===== src/rtl/parity_check.sv =====
// Receive-side parity checker: reassembles an LSB-first serial frame
// (DATA_WIDTH data bits plus one parity bit), then reports the word and a parity-error pulse.
module parity_check #(
  parameter int DATA_WIDTH = 8
) (
  input  logic                  clk,
  input  logic                  rst,
  input  logic                  frm_start,
  input  logic                  bit_vld,
  input  logic                  bit_in,
  input  logic                  par_typ,
  output logic [DATA_WIDTH-1:0] p_data,
  output logic                  data_vld,
  output logic                  par_err,
  output logic                  busy
);

  localparam int CNT_W = $clog2(DATA_WIDTH + 1);
  localparam logic [CNT_W-1:0] LAST_BIT = CNT_W'(DATA_WIDTH - 1);

  typedef enum logic [1:0] {
    IDLE   = 2'd0,
    DATA   = 2'd1,
    PARITY = 2'd2
  } state_t;

  state_t                r_state;
  state_t                w_state_nxt;
  logic [CNT_W-1:0]      r_cnt;
  logic [DATA_WIDTH-1:0] r_shift;
  logic                  r_par;
  logic                  r_typ;
  logic                  w_accept;
  logic                  w_done;
  logic                  w_err;

  // Same convention as the generator: the error is rx parity ^ data parity ^ type.
  function automatic logic par_error(input logic rx_bit, input logic data_par,
                                     input logic typ);
    return rx_bit ^ data_par ^ typ;
  endfunction

  // frm_start always wins over a coincident bit strobe.
  assign w_accept = bit_vld && !frm_start;

  always_ff @(posedge clk or negedge rst) begin
    if (!rst) r_state <= IDLE;
    else      r_state <= w_state_nxt;
  end

  always_comb begin
    w_state_nxt = r_state;
    if (frm_start) begin
      w_state_nxt = DATA;
    end else begin
      unique case (r_state)
        DATA:    if (bit_vld && (r_cnt == LAST_BIT)) w_state_nxt = PARITY;
        PARITY:  if (bit_vld) w_state_nxt = IDLE;
        default: w_state_nxt = IDLE;
      endcase
    end
  end

  always_comb begin
    w_done = (r_state == PARITY) && w_accept;
    w_err  = w_done && par_error(bit_in, r_par, r_typ);
  end

  always_ff @(posedge clk or negedge rst) begin
    if (!rst) begin
      p_data   <= '0;
      data_vld <= 1'b0;
      par_err  <= 1'b0;
      busy     <= 1'b0;
      r_cnt    <= '0;
      r_shift  <= '0;
      r_par    <= 1'b0;
      r_typ    <= 1'b0;
    end else begin
      data_vld <= w_done;
      par_err  <= w_err;
      busy     <= (w_state_nxt != IDLE);
      if (w_done) p_data <= r_shift;
      if (frm_start) begin
        r_typ   <= par_typ;
        r_cnt   <= '0;
        r_par   <= 1'b0;
        r_shift <= '0;
      end else if ((r_state == DATA) && bit_vld) begin
        // Shift right, MSB-in: the first bit received ends up in bit 0.
        r_shift <= {bit_in, r_shift[DATA_WIDTH-1:1]};
        r_par   <= r_par ^ bit_in;
        r_cnt   <= r_cnt + CNT_W'(1);
      end
    end
  end

endmodule


===== config.mk =====
export PLATFORM = sky130hd
export DESIGN_NAME = parity_check
export DESIGN_NICKNAME = d
export VERILOG_FILES = /design/src/rtl/parity_check.sv
export SDC_FILE = /design/constraint.sdc
export NUM_CORES = 1
export LEC_CHECK = 0
export CAP_MARGIN = 20
export CORE_MARGIN = 5
export CORE_UTILIZATION = 52
export DETAILED_ROUTE_END_ITERATION = 12
export PLACE_DENSITY = 0.89
export SLEW_MARGIN = 20
export SYNTH_ARGS = -nofsm -noshare
export SYNTH_HDL_FRONTEND = slang
export SYNTH_SLANG_ARGS = --single-unit

===== constraint.sdc =====
create_clock -name clk -period 1.8 [get_ports clk]
set_input_delay 0.45 -clock clk [delete_from_list [all_inputs] [get_ports clk]]
set_output_delay 0.45 -clock clk [all_outputs]
set_load 0.02 [all_outputs]

==> impl_metrics.json <==
{
  "status": "complete, no violations",
  "hold_path_class": "primary input to asynchronous set/reset pin",
  "max-vdd-ir-drop_mv": 0.5358,
  "wl_per_cell_um": 13.96,
  "synth_cells": 101,
  "vias": 822,
  "yosys_warnings": 0,
  "slowest_delay_ns": 0.60,
  "r2r_start": "r_state[1]",
  "drc": 0,
  "fin_tns_setup_ns": 0,
  "crit_fanout": 2,
  "cts.sinks": 27,
  "hold_buffers": 0,
  "startpoint": "p_data[4]",
  "power.density_nw_per_um2": 713.2,
  "antenna_found_initial": 0,
  "gp_congestion": 0.7898,
  "crit_arrival_ns": 1.31,
  "total_power_mw": 0.9985,
  "p_clk_frac": 0.258,
  "skew_ns": 0.005499,
  "nets": 133,
  "path_clk_slew_ns": 0.14,
  "grt_pass1_vias": 829,
  "min_period_over_period": 0.9761,
  "fin_cells": 151,
  "worstMarginPinSlew_ns": 0.3225,
  "clockBufferDepth": 2,
  "std_cell_rows": 17,
  "grt.overflow.total": 0,
  "cellInternalPower_mw": 0.7557,
  "p_seq_frac": 0.632,
  "cp_data_required_time_ns": 1.35,
  "track_usage": 0.1469,
  "min_period_ns": 1.757,
  "criticalPathCategory": "flip-flop to output pin",
  "clock-root-buffer": "clkbuf_4",
  "crit_cells": 1,
  "layout-drive-gt1-share": 0.1301,
  "synth_cell_types": 27,
  "dp_hpwl_mm": 1.585,
  "start_util": 0.5300,
  "grt_setup_unrepaired": "no",
  "hold_viol_final": 0,
  "synthTopCellsByCount": "27 x dfrtp_1, 17 x nand2_1, 11 x a21oi_1, 6 x mux2_1, 4 x nor2_1",
  "htreeDepth": 1,
  "synth_ff_type": "dfrtp_1",
  "dieArea_um2": 3252,
  "max_freq_mhz": 569.2,
  "syn_to_final_growth_pct": 21.76,
  "die_h_um": 57.03,
  "slew_violations": 0,
  "grt_first_pass_wirelength_mm": 3.691,
  "crit_end": "p_data[4]",
  "end_kind": "output pin",
  "core-area_um2": 2170,
  "wl_mm": 2.108,
  "relSlewSlack": 0.7850,
  "synth_top_area_cell": "dfrtp_1",
  "ant_nets": 0,
  "ys_seq_area_frac": 0.5876,
  "dp_cells": 147,
  "clk_latency_ns": 0.32,
  "drt_iter0_drc": 8,
  "synth_edf_count": 0,
  "p_switching_mw": 0.2428,
  "pwr-share-comb": 0.110,
  "ys_ff_latch": 27,
  "grt_max_degree": 28,
  "avgSynthCellArea_um2": 11.38,
  "cp_cell_sequence": "clkdlybuf4s50_1",
  "critPathBufInv": 1,
  "async_flop_share": 1.000,
  "cap_violations": 0,
  "start_kind": "flip-flop",
  "cts_tree": "done",
  "n_antenna_cell": 0,
  "ff2ff_path_depth": 5,
  "portBuffers": 16,
  "regToRegSetupSlack_ns": 0.32,
  "avgViaCountPerCell": 5.444,
  "crit_slowest_cell": "clkdlybuf4s50_1",
  "cts_buffers": 3,
  "cellLeakagePower_nw": 0.6860,
  "drt_pass1_iterations": 4,
  "netlist_area_um2": 1150,
  "regToRegEndpoint": "r_cnt[3]",
  "synth_top_area_share": 0.5876,
  "cp_top_family": "buffers and inverters",
  "synth.most_common_cell": "dfrtp_1",
  "p_sw_frac": 0.2432,
  "setup_viol": 0,
  "io_pins": 17,
  "die-width_um": 57.03,
  "synth_nets": 110,
  "synth.area.top_cells": "dfrtp_1 59%, mux2_1 5.9%, nand2_1 5.5%"
}
==> layout make-up <==
cell class,count,area (um2)
multi-input cells,66,437.9
inverters,4,15.01
fillers,187,769.5
flip-flops and latches,27,675.6
clock buffers,4,26.28
well taps,28,35.03
repair buffers,22,210.2
==> placed cells by master (no fill, tap or decap), drive strengths merged <==
| cell type | count |
|---|---|
| a21oi | 11 |
| a221oi | 1 |
| and2 | 2 |
| and4b | 1 |
| buf | 6 |
| clkbuf | 4 |
| clkdlybuf4s50 | 14 |
| dfrtp | 27 |
| dlymetal6s2s | 2 |
| ha | 3 |
| inv | 4 |
| mux2 | 9 |
| nand2 | 18 |
| nand3 | 4 |
| nor2 | 4 |
| nor2b | 1 |
| nor3 | 3 |
| nor4 | 1 |
| o21ai | 1 |
| o21bai | 1 |
| o31ai | 1 |
| or3 | 1 |
| xnor2 | 1 |
| xor2 | 3 |
==> cells by family (layout without fill, tap and decap cells) <==
| group | count (synthesis) | in the layout | synth area share |
|---|---|---|---|
| AOI/OAI and AO/OA | 15 | 15 | 0.07834 |
| xor gates and xnor gates | 4 | 4 | 0.03047 |
| adders and majority gates | 3 | 3 | 0.03265 |
| buffers and inverters | 8 | 30 | 0.03155 |
| DFF | 27 | 27 | 0.5876 |
| muxes | 9 | 9 | 0.08813 |
| and+or+nand+nor | 35 | 35 | 0.1513 |
==> state kept, by name, indices dropped and copies added, names as in the netlist <==
signal,cells
r_typ,1
r_cnt,4
busy,1
r_state,2
par_err,1
r_shift,8
p_data,8
data_vld,1
r_par,1
==> stage by stage <==
stage	util	worst slack, ns	area, um2	hold WS, ns
2_1_floorplan	-	0.5099	1150	0.1544
4_1_cts	0.6430	0.01011	1395	0.4795
5_1_grt	0.6453	0.00003475	1400	0.5099
6_report	0.6453	0.04306	1400	0.4712
3_3_place_gp	0.6309	0.06394	1369	0.4667
3_5_place_dp	0.6309	0.01296	1369	0.4800
==> layer usage <==
metal | vias to the layer above | part of all wire | track usage
met2 | 16 | 0.50 | 0.2333
met3 | 8 | 0.034 | 0.02489
li1 | 386 | - | -
met4 | 0 | 0.044 | 0.1026
met1 | 412 | 0.42 | 0.1816
met5 | - | 0 | 0
==> worst min-delay path by stage <==
stage	from	endpoint	depth (start not counted)	slack, ns
after detailed placement	r_shift[0]	p_data[0]	1	0.48
after global routing	rst	p_data[2]	2	0.51
after global placement	r_shift[0]	p_data[0]	1	0.47
after CTS	rst	data_vld	2	0.48
final	rst	p_data[3]	2	0.47
after floorplan	rst	busy	0	0.15
==> power groups by stage <==
stage               Sequential [mW]  Clock, mW  Combinational [mW]
global route                  0.634      0.286               0.123
detailed placement            0.643          0               0.110
floorplan                     0.644          0              0.0563
global placement              0.642          0               0.105
finish                        0.631      0.258               0.110
CTS                           0.631      0.263               0.111
==> timing repair <==
action | in CTS | in global routing
buffers inserted | 0 | 0
endpoints found under the setup margin | 0 | 2
gates resized for setup | 0 | 2
endpoints found under the hold margin | 0 | 0
Note: power is estimated with default switching activity, not from simulation.
